File: src/rtl/ccff_chain_loader.sv
`timescale 1ns/1ps
// ccff_chain_loader
// Serialises 32-bit host bitstream words into the configuration chain head,
// one bit per enabled prog_clk cycle. Bits returned on the chain tail are
// packed back into 32-bit readback words. The I/O tiles are held isolated
// for the whole session and released only once the chain is fully loaded.
module ccff_chain_loader #(
    parameter int CHAIN_LEN = 1024,
    parameter int ISO_CYC   = 4,
    parameter int CNT_W     = $clog2(CHAIN_LEN + 1)
) (
    input  logic        prog_clk,
    input  logic        prog_reset,
    input  logic        start,
    input  logic [31:0] cfg_data,
    input  logic        cfg_valid,
    output logic        cfg_ready,
    output logic        ccff_head,
    output logic        chain_clk_en,
    input  logic        ccff_tail,
    output logic [31:0] rb_data,
    output logic        rb_valid,
    output logic        IO_ISOL_N,
    output logic        busy,
    output logic        done,
    output logic        err
);

    // Words needed to cover the chain, and bits carried by the final word.
    localparam int NUM_WORDS = (CHAIN_LEN + 31) / 32;
    localparam int LAST_BITS = ((CHAIN_LEN - 1) % 32) + 1;
    localparam int RB_PAD    = 32 - LAST_BITS;
    localparam int WC_W      = $clog2(NUM_WORDS + 1);
    localparam int ISO_W     = (ISO_CYC > 1) ? $clog2(ISO_CYC) : 1;

    typedef enum logic [1:0] {
        S_IDLE,
        S_ISO_PRE,
        S_SHIFT,
        S_ISO_POST
    } state_t;

    state_t            r_state;
    logic [ISO_W-1:0]  r_iso_cnt;
    logic [CNT_W-1:0]  r_bit_cnt;
    logic [WC_W-1:0]   r_words;
    logic [5:0]        r_rem;
    logic [31:0]       r_sr;
    logic [31:0]       r_rb;
    logic [4:0]        r_rb_pos;
    logic [31:0]       r_rb_data;
    logic              r_rb_valid;
    logic              r_iso_n;
    logic              r_busy;
    logic              r_done;
    logic              r_err;

    logic              w_in_shift;
    logic              w_clk_en;
    logic              w_ready;
    logic              w_load;
    logic              w_last_shift;
    logic              w_new_session;
    logic              w_iso_last;
    logic [5:0]        w_load_bits;
    logic [31:0]       w_rb_word;

    assign w_in_shift    = (r_state == S_SHIFT);
    assign w_clk_en      = w_in_shift && (r_rem != 6'd0);
    // A new word may be taken when the shift register is empty or is
    // emitting its last bit this cycle, so back-to-back words never bubble.
    assign w_ready       = w_in_shift && (r_words < WC_W'(NUM_WORDS)) && (r_rem <= 6'd1);
    assign w_load        = w_ready && cfg_valid;
    assign w_last_shift  = w_clk_en && (r_bit_cnt == CNT_W'(CHAIN_LEN - 1));
    assign w_new_session = (r_state == S_IDLE) && start;
    assign w_iso_last    = (r_iso_cnt == ISO_W'(ISO_CYC - 1));
    assign w_load_bits   = (r_words == WC_W'(NUM_WORDS - 1)) ? 6'(LAST_BITS) : 6'd32;
    assign w_rb_word     = {r_rb[30:0], ccff_tail};

    assign cfg_ready     = w_ready;
    assign chain_clk_en  = w_clk_en;
    assign ccff_head     = r_sr[31];
    assign rb_data       = r_rb_data;
    assign rb_valid      = r_rb_valid;
    assign IO_ISOL_N     = r_iso_n;
    assign busy          = r_busy;
    assign done          = r_done;
    assign err           = r_err;

    // Session sequencing: isolation guard, shifting, guard, release.
    always_ff @(posedge prog_clk or posedge prog_reset) begin
        if (prog_reset) begin
            r_state   <= S_IDLE;
            r_iso_cnt <= '0;
            r_iso_n   <= 1'b0;
            r_busy    <= 1'b0;
            r_done    <= 1'b0;
            r_err     <= 1'b0;
        end else begin
            // NOTE: non-blocking assignments keep every register reading the
            // pre-edge value of every other, matching real flop behaviour.
            r_done <= 1'b0;
            case (r_state)
                S_IDLE: begin
                    if (start) begin
                        r_state   <= S_ISO_PRE;
                        r_iso_cnt <= '0;
                        r_iso_n   <= 1'b0;
                        r_busy    <= 1'b1;
                        r_err     <= 1'b0;
                    end
                end
                S_ISO_PRE: begin
                    if (w_iso_last) begin
                        r_state   <= S_SHIFT;
                        r_iso_cnt <= '0;
                    end else begin
                        r_iso_cnt <= r_iso_cnt + 1'b1;
                    end
                end
                S_SHIFT: begin
                    if (w_last_shift) begin
                        r_state <= S_ISO_POST;
                    end
                end
                S_ISO_POST: begin
                    if (w_iso_last) begin
                        r_state   <= S_IDLE;
                        r_iso_cnt <= '0;
                        r_iso_n   <= 1'b1;
                        r_busy    <= 1'b0;
                        r_done    <= 1'b1;
                    end else begin
                        r_iso_cnt <= r_iso_cnt + 1'b1;
                    end
                end
                default: r_state <= S_IDLE;
            endcase
            if (start && (r_state != S_IDLE)) begin
                r_err <= 1'b1;
            end
        end
    end

    // Serialiser and readback packer; loading a word overrides the shift.
    always_ff @(posedge prog_clk or posedge prog_reset) begin
        if (prog_reset) begin
            r_bit_cnt  <= '0;
            r_words    <= '0;
            r_rem      <= '0;
            r_sr       <= '0;
            r_rb       <= '0;
            r_rb_pos   <= '0;
            r_rb_data  <= '0;
            r_rb_valid <= 1'b0;
        end else begin
            r_rb_valid <= 1'b0;
            if (w_new_session) begin
                r_bit_cnt <= '0;
                r_words   <= '0;
                r_rem     <= '0;
                r_sr      <= '0;
                r_rb      <= '0;
                r_rb_pos  <= '0;
            end else begin
                if (w_clk_en) begin
                    r_sr      <= {r_sr[30:0], 1'b0};
                    r_rem     <= r_rem - 6'd1;
                    r_bit_cnt <= r_bit_cnt + 1'b1;
                    r_rb      <= w_rb_word;
                    r_rb_pos  <= r_rb_pos + 5'd1;
                    if ((r_rb_pos == 5'd31) || w_last_shift) begin
                        // The final partial word is left-justified.
                        r_rb_data  <= w_last_shift ? (w_rb_word << RB_PAD) : w_rb_word;
                        r_rb_valid <= 1'b1;
                    end
                end
                if (w_load) begin
                    r_sr    <= cfg_data;
                    r_rem   <= w_load_bits;
                    r_words <= r_words + 1'b1;
                end
            end
        end
    end

endmodule

File: config.mk
export PLATFORM = sky130hd
export DESIGN_NAME = ccff_chain_loader
export DESIGN_NICKNAME = d
export VERILOG_FILES = /design/src/rtl/ccff_chain_loader.sv
export SDC_FILE = /design/constraint.sdc
export NUM_CORES = 1
export LEC_CHECK = 0
export CORE_MARGIN = 3
export CORE_UTILIZATION = 50
export CTS_BUF_LIST = sky130_fd_sc_hd__clkbuf_8
export DETAILED_ROUTE_END_ITERATION = 16
export GPL_TIMING_DRIVEN = 0
export PLACE_DENSITY = 0.73
export SLEW_MARGIN = 40
export SYNTH_ARGS = -nofsm -noshare
export SYNTH_HDL_FRONTEND = slang
export SYNTH_SLANG_ARGS = --single-unit
File: constraint.sdc
create_clock -name prog_clk -period 6.1 [get_ports prog_clk]
set_input_delay 1.22 -clock prog_clk [delete_from_list [all_inputs] [get_ports prog_clk]]
set_output_delay 1.22 -clock prog_clk [all_outputs]
set_load 0.005 [all_outputs]
==> metrics.md <==
| Metric | Value |
|---|---|
| Met1 GRT Util | `26.05%` |
| Number of nets with antenna violations after routing | `0` |
| Data required time at the worst endpoint | `4880 ps` |
| Maximum frequency from static timing analysis | `226.4 MHz` |
| Detail Placement HPWL | `8.798 mm` |
| Final layout net count | `between 700 and 800` |
| Count of boundary I/O pins | `77` |
| Max-capacitance violation count | `0` |
| Clock insertion delay at the later pin of the skew report | `430 ps` |
| Crit end category | `primary output` |
| Launching element type of the critical path | `register` |
| Clk Tree Root Cell | `sky130_fd_sc_hd__clkbuf_8` |
| Die height | `114.7 um` |
| Sequential-to-total area share from yosys stat | `55.96%` |
| Area overhead of the layout relative to synthesis | `22.81%` |
| Most common cell after layout, fill and taps aside | `sky130_fd_sc_hd__dfrtp_1` |
| Avg Inst Size Synth | `10.11 um^2` |
| Synth Cell Area | `between 5000 and 6000 um^2` |
| Final critical-path share of the clock period | `72.41%` |
| Buffers inserted during post-CTS setup optimization | `0` |
| Number of enable-type register cells in the synthesized netlist | `0` |
| Via count of the first global-routing pass | `4503` |
| Max Transition Viols Final | `0` |
| Clock transition at the registers of the reported paths | `around 70 ps` |
| Highest ir drop seen on vdd | `0.1444 mV` |
| Depth of the CTS H-tree | `4` |
| Post-route DRC | `0` |
| Worst slew pin tran | `577.7 ps` |
| Via-to-Cell Ratio | `5.379` |
| Cell accounting for the most synthesized area | `sky130_fd_sc_hd__dfrtp_1` |
| Area occupied by multi-input gates | `2370 um^2` |
| GR Util met2 | `33.02%` |
| Remaining global-route overflow | `0` |
| Yosys top cell area share | `55.96%` |
| Number of cells produced by synthesis | `approximately 580` |
| Commonest cells after routing, fill and taps aside | `sky130_fd_sc_hd__dfrtp_1, sky130_fd_sc_hd__nand2_1, sky130_fd_sc_hd__a21oi_1` |
| Number of setup violations in the final report | `0` |
| Post-synthesis sequential element count | `132` |
| Layout Skew | `12.07 ps` |
| Final GP Congestion | `a little over 0.8` |
| XOR/XNOR Fraction of Synth Area | `1.780%` |
| Clock net sink count | `132` |
| Fraction of layout cells with a size suffix above 1 | `11.40%` |
| Area share of fa/ha/maj cells after synthesis | `2.331%` |
| FFs w/ async S/R, synth | `100.0%` |
| Post-synthesis compound-gate area fraction | `between 10% and 20%` |
| Hold Violations, Final | `0` |
| Pwr dens | `between 200 and 250 nW/um^2` |
| Sequential cell area | `3303 um^2` |
| Final routed wire length divided by cell count | `14.92 um` |
| Type of the worst setup path | `register to primary output` |
| First DRT Iteration DRCs | `261` |
| Worst endpoint data arrival time | `3200 ps` |
| Largest fanout of any net on the critical path | `10` |
| Main combinational cell family by area after synthesis | `compound AO/OA/AOI/OAI gates` |
| Final min period | `4417 ps` |
| Relative slew slack | `61.49%` |
| Met3 Use GR | `4.863%` |
| Number of placement rows | `39` |
| Count of cells resized by post-cts repair | `0` |
| Setup repair after global routing missed its margin | `false` |
| Die boundary width | `114.7 um` |
| Initial cell density of the core | `between 50 and 60%` |
| Number of different library cells in the post-synthesis netlist | `42` |
| Number of antenna violations at the first check in global routing | `0` |
| GRT Max-Usage Layer | `met2` |
| Area of the core | `11470 um^2` |
| Area after DPL | `6878 um^2` |
| Cell types occupying the most area after synthesis | `sky130_fd_sc_hd__dfrtp_1, sky130_fd_sc_hd__a21oi_1, sky130_fd_sc_hd__nand2_1, sky130_fd_sc_hd__mux2_4, sky130_fd_sc_hd__o21ai_0` |
| Antenna diode instance count | `0` |
| DRT Wirelength | `approximately 12 mm` |
| Static power due to leakage | `around 0.0032 uW` |
| Number of iterations in the first detailed-routing pass | `7` |
| Mapped Nets | `632` |
| Buffers from clock root to sink, at most | `2` |
| Final Instance Count excl. Fillers | `836` |
| Area of all placed cells without fillers | `just over 7000 um^2` |
| Dpl cells | `804` |
| Post-synthesis share of cell area spent on and, or, nand and nor gates | `between 10% and 20%` |
| Maximum number of pins on one net before global-route repair | `just over 70` |
| Area of the die | `13150 um^2` |
| TritonCTS buffer count | `17` |
| Vias post-DR | `4497` |
| TritonCTS clock tree | `built` |
| Total Routing Usage GR | `between 20 and 25%` |
| Status | `completed` |
| Wire length of the first global-routing pass | `roughly 21 mm` |
| Filler cell count in the final layout | `937` |
| Share of synthesized area spent on multiplexers | `8.181%` |
| Total number of yosys warnings | `0` |
| Number of input and output port buffers inserted | `76` |
| Class of the tightest hold or removal check | `register to register` |
| Flip-flop cell with the highest count after synthesis | `sky130_fd_sc_hd__dfrtp_1` |
| Post-cts hold buffer count | `0` |
[synthesized netlist by cell type, types with 2 or more instances]
cell type	count
sky130_fd_sc_hd__dfrtp_1	132
sky130_fd_sc_hd__nand2_1	119
sky130_fd_sc_hd__a21oi_1	109
sky130_fd_sc_hd__o21ai_0	36
sky130_fd_sc_hd__clkbuf_1	29
sky130_fd_sc_hd__nor2_1	28
sky130_fd_sc_hd__mux2_4	27
sky130_fd_sc_hd__ha_1	11
sky130_fd_sc_hd__inv_1	10
sky130_fd_sc_hd__xnor2_1	10
sky130_fd_sc_hd__buf_2	7
sky130_fd_sc_hd__nand3_1	5
sky130_fd_sc_hd__nand4_1	5
sky130_fd_sc_hd__a211oi_1	4
sky130_fd_sc_hd__a31o_2	4
sky130_fd_sc_hd__buf_6	4
sky130_fd_sc_hd__mux2_2	4
sky130_fd_sc_hd__nor3_1	4
sky130_fd_sc_hd__o211ai_1	3
sky130_fd_sc_hd__o31ai_1	3
sky130_fd_sc_hd__a2111oi_0	2
sky130_fd_sc_hd__a31oi_1	2
sky130_fd_sc_hd__and2_1	2
sky130_fd_sc_hd__and3_1	2
sky130_fd_sc_hd__mux2_1	2
sky130_fd_sc_hd__or3_1	2
sky130_fd_sc_hd__or4_1	2
sky130_fd_sc_hd__xor2_1	2
[final cells by class]
| type | count | share of cell area (%) |
|---|---|---|
| Tap cell | 143 | 2.468 |
| Timing Repair Buffer | 77 | 10.87 |
| Clock inverter | 14 | 1.709 |
| Sequential cell | 132 | 45.56 |
| Buffer | 40 | 2.606 |
| Multi-Input combinational cell | 401 | 32.69 |
| Clock buffer | 18 | 3.417 |
| Inverter | 11 | 0.6731 |
[registers in the layout (all words and copies together) (netlist names)]
| signal | cells |
|---|---|
| r_bit_cnt | 11 |
| rb_valid | 1 |
| r_state | 2 |
| r_rem | 6 |
| r_rb_pos | 5 |
| r_rb | 31 |
| r_sr | 32 |
| r_iso_cnt | 2 |
| rb_data | 32 |
| busy | 1 |
| IO_ISOL_N | 1 |
| done | 1 |
| err | 1 |
| r_words | 6 |
[cell families (layout without fill, tap and decap cells)]
group	Yosys count	after routing
DFF	132	132
xor gates and xnor gates	12	12
muxes	34	34
AOI/OAI and AO/OA	168	168
buffers and inverters	51	160
and+or+nand+nor	176	176
adders and majority gates	11	11
[final timing paths]
kind	start	end	slack (ps)	cells past startpoint
hold / removal	rb_data[17]	rb_data[17]	500	1
setup reg to reg	r_state[0]	r_rb[28]	3500	9
max in group asynchronous	prog_reset	r_sr[29]	4180	3
hold reg to reg	rb_data[17]	rb_data[17]	500	1
setup / recovery	r_state[0]	chain_clk_en	1680	8
min in group asynchronous	prog_reset	rb_data[10]	1250	2
[metrics by stage]
step	hold slack, ps	total power [uW]	utilization (%)	TNS [ps]	setup WS (ps)
final	495.3	1688	63.22	0	1683
after global routing	527.3	1756	63.22	0	1423
after CTS	494.2	1704	63.22	0	1607
after detailed placement	479.1	1022	59.98	0	2095
after global placement	469.3	1015	59.67	-45140	-351.6
after floorplan	453.4	960.9	-	0	1354
[metal layers]
metal / up-vias / wire (um)
met5: - / 0
met4: 0 / 136
met3: 11 / 677
met2: 119 / 6124
met1: 2170 / 5534
li1: 2197 / -
[worst max-delay path, cell delays in order, from the launching register on]
cell and delay, ps:
sky130_fd_sc_hd__dfrtp_1 400, sky130_fd_sc_hd__inv_1 110, sky130_fd_sc_hd__ha_1 150, sky130_fd_sc_hd__clkbuf_1 340, sky130_fd_sc_hd__o21ai_2 240, sky130_fd_sc_hd__inv_2 140, sky130_fd_sc_hd__clkbuf_1 390, sky130_fd_sc_hd__clkbuf_1 420
sky130_fd_sc_hd__clkdlybuf4s50_1 590
[power by group]
part,switching [uW],leakage [uW],internal (uW)
registers,15.1,0.00166,896
clock network,321,0.000208,364
logic,34.0,0.00136,57.3
total,370,0.00323,1320
Power figures use the tool's default switching activity.
